## src/rtl/processor_mem_arbiter.sv

```systemverilog
// Arbiter that shares one single-port synchronous RAM between instruction fetch and data access.
// Data wins by default. A starvation counter forces a fetch grant, and read data returns tagged one cycle later.
module processor_mem_arbiter #(
    parameter int ADDR_SIZE    = 18,
    parameter int WORD_SIZE    = 18,
    parameter int STARVE_LIMIT = 3,
    parameter int STARVE_W     = 4
) (
    input  logic                 clock,
    input  logic                 reset,
    input  logic                 fetch_req,
    input  logic [ADDR_SIZE-1:0] fetch_addr,
    output logic                 fetch_grant,
    output logic                 fetch_rvalid,
    output logic [WORD_SIZE-1:0] fetch_rdata,
    input  logic                 data_req,
    input  logic                 data_we,
    input  logic [ADDR_SIZE-1:0] data_addr,
    input  logic [WORD_SIZE-1:0] data_wdata,
    output logic                 data_grant,
    output logic                 data_rvalid,
    output logic [WORD_SIZE-1:0] data_rdata,
    output logic [ADDR_SIZE-1:0] mem_addr,
    output logic                 mem_we,
    output logic [WORD_SIZE-1:0] mem_wdata,
    input  logic [WORD_SIZE-1:0] mem_rdata,
    output logic                 fetch_stall,
    output logic                 data_stall
);

    typedef enum logic [1:0] {
        TAG_NONE  = 2'd0,
        TAG_FETCH = 2'd1,
        TAG_DREAD = 2'd2
    } tag_t;

    tag_t                 r_tag;
    tag_t                 w_tag_next;
    logic [STARVE_W-1:0]  r_starve_cnt;
    logic [ADDR_SIZE-1:0] r_mem_addr;
    logic                 w_force_fetch;

    assign w_force_fetch = (STARVE_LIMIT != 0) && (r_starve_cnt == STARVE_W'(STARVE_LIMIT));

    // Fetch only wins a contended cycle when forced; otherwise data owns the port.
    assign fetch_grant = !reset && fetch_req && (!data_req || w_force_fetch);
    assign data_grant  = !reset && data_req && !(fetch_req && w_force_fetch);

    assign fetch_stall = fetch_req && !fetch_grant;
    assign data_stall  = data_req && !data_grant;

    always_comb begin
        mem_addr  = r_mem_addr;
        mem_we    = 1'b0;
        mem_wdata = '0;
        if (data_grant) begin
            mem_addr  = data_addr;
            mem_we    = data_we;
            mem_wdata = data_wdata;
        end else if (fetch_grant) begin
            mem_addr  = fetch_addr;
        end
    end

    always_comb begin
        w_tag_next = TAG_NONE;
        if (fetch_grant)
            w_tag_next = TAG_FETCH;
        else if (data_grant && !data_we)
            w_tag_next = TAG_DREAD;
    end

    always_ff @(posedge clock) begin
        if (reset) begin
            r_tag        <= TAG_NONE;
            r_starve_cnt <= '0;
            r_mem_addr   <= '0;
        end else begin
            r_tag <= w_tag_next;
            if (fetch_grant || data_grant)
                r_mem_addr <= mem_addr;
            if (!fetch_req || fetch_grant)
                r_starve_cnt <= '0;
            else if (r_starve_cnt != STARVE_W'(STARVE_LIMIT))
                r_starve_cnt <= r_starve_cnt + 1'b1;
        end
    end

    // A read granted just before reset must not surface while reset is held.
    assign fetch_rvalid = !reset && (r_tag == TAG_FETCH);
    assign data_rvalid  = !reset && (r_tag == TAG_DREAD);
    assign fetch_rdata  = mem_rdata;
    assign data_rdata   = mem_rdata;

endmodule

```

## config.mk

```make
export PLATFORM = sky130hd
export DESIGN_NAME = processor_mem_arbiter
export DESIGN_NICKNAME = d
export VERILOG_FILES = /design/src/rtl/processor_mem_arbiter.sv
export SDC_FILE = /design/constraint.sdc
export NUM_CORES = 1
export LEC_CHECK = 0
export ABC_AREA = 0
export CAP_MARGIN = 20
export CORE_MARGIN = 10
export CORE_UTILIZATION = 35
export DETAILED_ROUTE_END_ITERATION = 8
export PLACE_DENSITY = 0.86
export SYNTH_ARGS = -nofsm -noshare
export SYNTH_HDL_FRONTEND = slang
export SYNTH_SLANG_ARGS = --single-unit
```

## constraint.sdc

```tcl
create_clock -name clock -period 2.9 [get_ports clock]
set_input_delay 0.29 -clock clock [delete_from_list [all_inputs] [get_ports clock]]
set_output_delay 0.29 -clock clock [all_outputs]
set_load 0.05 [all_outputs]
```

==> results.json, run 1 <==
{
  "final.setup.tns_ns": 0,
  "seq_power_share_pct": 32.3,
  "final_nets": 368,
  "setup_viol": 0,
  "ys_warn_count": 0,
  "io-pin-count": 156,
  "place_ws_ns": 0.3821,
  "fin_area_mm2": 0.003158,
  "p_comb_share_pct": 46.1,
  "numCtsBuffers": 3,
  "cellLeakagePower_nw": 1.368,
  "h-tree-depth": 1,
  "crit_type": "input port to output port",
  "grt_max_degree": 22,
  "clockRootBuffer": "clkbuf_8",
  "irDropWorstVdd_uv": 238.5,
  "start_util_pct": 36.49,
  "detail-route-antenna-nets": 0,
  "gp_congestion": 0.7754,
  "hold_viol_final": 0,
  "syn_area_mm2": 0.001876,
  "clkPwrFrac_pct": 21.6,
  "crit_required_ns": 2.61,
  "synth_ff_type": "dfxtp_1",
  "clkLatencyLatePin_ns": 0.27,
  "dpl.hpwl_um": 5621,
  "num-fill-cells": 447,
  "die_w_um": 93.21,
  "cts.repair.resized": 0,
  "cts_setup_buffers": 0,
  "switching_share_pct": 34.51,
  "mappedNetlistNets": 310,
  "worst_hold_path_type": "flop to flop",
  "ys_types": 29,
  "drc": 0,
  "grt_pass1_vias": 2047,
  "core_mm2": 0.005140,
  "hold_buffers": 0,
  "synthCells": 232,
  "crit_fanout": 17,
  "wl_um": 6954,
  "status": "completed",
  "cap_violations": 0,
  "dr.first_iter.drc_count": 131,
  "ys_seq_elements": 24,
  "async_reset_ff_share_pct": 0,
  "die_h_um": 93.21,
  "syn_avg_cell_area_um2": 8.084,
  "pwr_density_cell_mw_per_mm2": 344.1,
  "port_buffers": 101,
  "grt_pass1_wl_um": 11220,
  "synth_edf_count": 0,
  "min_period_ns": 2.514,
  "fin_util_pct": 61.44,
  "avgRoutedWirePerCell_um": 19.37,
  "clk_pin_slew_ns": 0.09,
  "synthToLayoutAreaGrowth_pct": 68.38,
  "finalClockSkew_ns": 0.003606,
  "antenna-diode-count": 0,
  "cts_tree": "yes",
  "crit_path_end_kind": "output port",
  "row_count": 26,
  "worst_slew_margin_rel_pct": 45.96,
  "rsz0062_at_grt": "no",
  "slew_violations": 0,
  "yosys-top-cells-area": "dfxtp_1, buf_4, a211oi_2",
  "cts.sinks": 24,
  "drive_above_1_share_pct": 26.99,
  "tightest_slew_ns": 0.8100,
  "grt_overflow": 0,
  "ys_seq_area_share_pct": 25.62,
  "via_per_inst": 5.267,
  "yosysTopAreaCell": "dfxtp_1",
  "fmax_mhz": 397.8,
  "power_switching_mw": 0.3750,
  "setup_ws_ns": 0.3862,
  "grt_antenna_before_repair": 0,
  "place_area_mm2": 0.003103,
  "die_area_mm2": 0.008687,
  "cts_buffer_depth": 2,
  "cp.arrival_ns": 2.22,
  "startpoint_type": "input port",
  "intPower_mw": 0.7116,
  "synth.top_cell.area_share_pct": 25.62,
  "vias": 1891,
  "drtPass1Iterations": 4,
  "period_share_pct": 86.68,
  "gr-usage-all-layers_pct": 15.84
}
## cell type report
type | instances | area (µm²) | area share, %
timing repair buffer | 110 | 1509 | 47.78
sequential | 24 | 480.5 | 15.21
clock buffer | 4 | 55.05 | 1.743
multi-input combinational | 132 | 954.7 | 30.23
tap | 70 | 87.58 | 2.773
inverter | 19 | 71.32 | 2.258
## placed cells by master, fill, tap and decap left out, types with 2 or more instances in the layout
master           netlist  final
clkbuf_8               0      4
inv_1                 19     19
nor2b_1                4      3
nor3_1                 4      4
a32oi_1               18     18
nor2_1                18     18
nor3b_1                2      2
buf_12                 0     43
nand2_1               19     19
buf_4                 37      9
clkdlybuf4s50_1        0     58
dfxtp_1               24     24
a211o_1               17     17
and3_1                19     19
a211oi_2              17     17
a21oi_1                2      2
## cell usage after synthesis (2+ instances only)
cell and instances:
inv_1 19, a32oi_1 18, nor3b_1 2, nand2_1 19
a211o_1 17, buf_4 37, buf_2 3, dfxtp_1 24
a21oi_1 2, nor3_1 4, nor2_1 18, nor2b_1 4
and3_1 19, a211oi_2 17, buf_6 2, clkbuf_1 14
## state kept, by name, summed over array words and instances (netlist names)
register	flops
r_mem_addr	18
r_starve_cnt	4
r_tag	2
## power by group through the flow
stage | logic, mW | registers, mW | clock network (mW)
after floorplan | 0.365 | 0.357 | 0
after global placement | 0.498 | 0.358 | 0
after detailed placement | 0.504 | 0.359 | 0
after CTS | 0.505 | 0.351 | 0.234
after global routing | 0.526 | 0.353 | 0.250
final | 0.501 | 0.351 | 0.234
## path summary, 6_finish.rpt
path	from	slack [ns]	end	cells past startpoint
setup reg to reg	r_starve_cnt[0]	1.09	r_mem_addr[12]	4
hold reg to reg	r_starve_cnt[0]	0.48	r_starve_cnt[0]	1
hold / removal	r_starve_cnt[0]	0.48	r_starve_cnt[0]	1
setup / recovery	data_req	0.39	mem_addr[9]	6
## worst max-delay path, cell delays in order
cell,delay [ns]
clkdlybuf4s50_1,0.74
nor2b_2,0.42
buf_4,0.28
a32oi_1,0.16
nand2_1,0.17
buf_12,0.15
## logic make-up after synthesis
logic type                 synth area share, %
AOI/OAI and AO/OA                        29.75
xor gates and xnor gates                0.9341
adders and majority gates               0.6670
buffers and inverters                    23.62
DFF                                      25.62
and+or+nand+nor                          19.41
## through the flow
stage          instances  hold WS, ns  power [mW]
4_1_cts              359       0.4734       1.090
2_1_floorplan        232       0.3616      0.7215
3_3_place_gp         355       0.4427      0.8556
6_report             359       0.4840       1.087
5_1_grt              359       0.4911       1.129
3_5_place_dp         355       0.4610      0.8624
## metal layers
metal | up-vias | track usage, % | share of wire, %
li1 | 897 | - | -
met1 | 871 | 17.36 | 37
met2 | 89 | 27.80 | 51
met3 | 34 | 5.596 | 9.5
met4 | 0 | 5.141 | 2.7
met5 | - | 0 | 0
Note: power is estimated with default switching activity, not from simulation.
==> inputs of run 2 (changes only) <==
--- a/config.mk
+++ b/config.mk
@@ -7,10 +7,12 @@
 export LEC_CHECK = 0
 export ABC_AREA = 0
 export CAP_MARGIN = 20
+export CELL_PAD_IN_SITES_DETAIL_PLACEMENT = 0
+export CELL_PAD_IN_SITES_GLOBAL_PLACEMENT = 1
 export CORE_MARGIN = 10
-export CORE_UTILIZATION = 35
+export CORE_UTILIZATION = 23
 export DETAILED_ROUTE_END_ITERATION = 8
-export PLACE_DENSITY = 0.86
+export PLACE_DENSITY_LB_ADDON = 0.1
 export SYNTH_ARGS = -nofsm -noshare
 export SYNTH_HDL_FRONTEND = slang
 export SYNTH_SLANG_ARGS = --single-unit
==> run 2 against run 1 <==
Compared with the run above: register-to-register slack about the same; maximum frequency rose by 4.8%; utilization down 21 points; highest routed layer unchanged.
==> results.json, run 2 (same netlist as run 1, synthesis figures left out) <==
{
  "largest_reg_flops": 18,
  "cts_buffer_depth": 2,
  "tightest_slew_ns": 0.8854,
  "final_nets": 368,
  "clk_pin_slew_ns": 0.09,
  "drive_above_1_share_pct": 26.99,
  "setup_viol": 0,
  "grt_pass1_wl_um": 10740,
  "cts.repair.resized": 0,
  "drtPass1Iterations": 4,
  "max_stage_delay_ns": 0.75,
  "start_util_pct": 23.90,
  "cellLeakagePower_nw": 1.368,
  "fin_cells": 391,
  "rrSetupSlack_ns": 1.09,
  "worstHoldStart": "r_starve_cnt[0]",
  "worstReg2RegStart": "r_starve_cnt[0]",
  "regMostFlops": "r_mem_addr",
  "cts_setup_buffers": 0,
  "cp_slowest_cell": "o21bai_2",
  "rsz0062_at_grt": "no",
  "die_w_um": 110.3,
  "total_power_mw": 1.086,
  "cp.arrival_ns": 2.11,
  "io-pin-count": 156,
  "grt_antenna_before_repair": 0,
  "period_share_pct": 82.73,
  "cp_num_buf_inv": 2,
  "final.setup.tns_ns": 0,
  "startpoint_type": "input port",
  "gp_congestion": 0.7118,
  "crit_path_end_kind": "output port",
  "fin_util_pct": 40.75,
  "clkLatencyLatePin_ns": 0.27,
  "drc": 0,
  "wl_um": 7064,
  "hold_viol_final": 0,
  "via_per_inst": 4.647,
  "irDropWorstVdd_uv": 187.6,
  "clockRootBuffer": "clkbuf_8",
  "cts.sinks": 24,
  "pwr_density_cell_mw_per_mm2": 339.4,
  "gr-usage-all-layers_pct": 11.30,
  "grt_pass1_vias": 1827,
  "port_buffers": 101,
  "reg2reg_to": "r_mem_addr[2]",
  "fmax_mhz": 416.8,
  "die_area_mm2": 0.01217,
  "antenna-diode-count": 0,
  "grt_max_degree": 22,
  "worst_slew_margin_rel_pct": 40.93,
  "hold_buffers": 0,
  "final_common_cell": "clkdlybuf4s50_1",
  "setup_ws_ns": 0.5009,
  "crit_type": "input port to output port",
  "critical-path-top-delay-family": "compound AO/OA/AOI/OAI gates",
  "dr.first_iter.drc_count": 44,
  "core_mm2": 0.007848,
  "detail-route-antenna-nets": 0,
  "avgRoutedWirePerCell_um": 18.07,
  "place_ws_ns": 0.4658,
  "numCtsBuffers": 3,
  "layout_common_cells": "clkdlybuf4s50_1, buf_12, dfxtp_1",
  "die_h_um": 110.3,
  "crit_required_ns": 2.61,
  "min_path_cells": 1,
  "crit_fanout": 18,
  "r2r_cells": 4,
  "h-tree-depth": 1,
  "min_period_ns": 2.399,
  "cap_violations": 0,
  "whs_endpoint": "r_starve_cnt[0]",
  "cts_tree": "yes",
  "status": "completed",
  "synthToLayoutAreaGrowth_pct": 70.51,
  "slew_violations": 0,
  "reg_top3": "r_mem_addr: 18 flops, r_starve_cnt: 4 flops, r_tag: 2 flops",
  "worst_hold_path_type": "flop to flop",
  "dpl.hpwl_um": 5500,
  "grt_overflow": 0,
  "row_count": 32,
  "vias": 1817,
  "place_inst": 387,
  "path_cells": "clkdlybuf4s50_1, o21bai_2, a32oi_1, nand2_1, buf_12",
  "finalClockSkew_ns": 0.001273
}
[run 2: cell counts in the layout (fill, tap and decap cells not counted)]
No cell type changed its count.
[run 2: cell type report]
cell class / count / area (µm²)
Sequential cell: 24 / 480.5
Timing Repair Buffer: 110 / 1509
Clock buffer: 4 / 55.05
Inverter: 19 / 71.32
Multi-Input combinational cell: 132 / 954.7
Fill cell: 775 / 4649
Tap cell: 102 / 127.6
[run 2: metal layers]
| layer | vias up | track usage, % | wire, µm |
|---|---|---|---|
| met2 | 57 | 18.86 | 3567 |
| li1 | 899 | - | - |
| met4 | 0 | 2.569 | 51 |
| met3 | 8 | 3.656 | 563 |
| met5 | - | 0 | 0 |
| met1 | 853 | 13.80 | 2882 |
[run 2: worst max path at each step]
| stage | cells after the start | end | startpoint |
|---|---|---|---|
| 6_report | 5 | mem_addr[12] | data_req |
| 5_1_grt | 5 | mem_addr[5] | data_req |
| 3_5_place_dp | 5 | mem_addr[12] | data_req |
| 4_1_cts | 5 | mem_addr[12] | data_req |
| 3_3_place_gp | 5 | mem_addr[4] | data_req |
| 2_1_floorplan | 5 | fetch_stall | r_starve_cnt[0] |
[run 2: through the flow]
stage,hold slack [ns],area (µm²)
after global routing,0.5146,3198
after floorplan,0.3616,1876
after detailed placement,0.4568,3143
after global placement,0.4589,3143
after CTS,0.4729,3198
final,0.4782,3198
[run 2: where the power goes]
part           internal (mW)  switching [mW]  total, mW
clock                  0.121           0.114      0.235
sequential             0.344         0.00682      0.351
combinational          0.246           0.253      0.500
total                  0.711           0.374       1.09
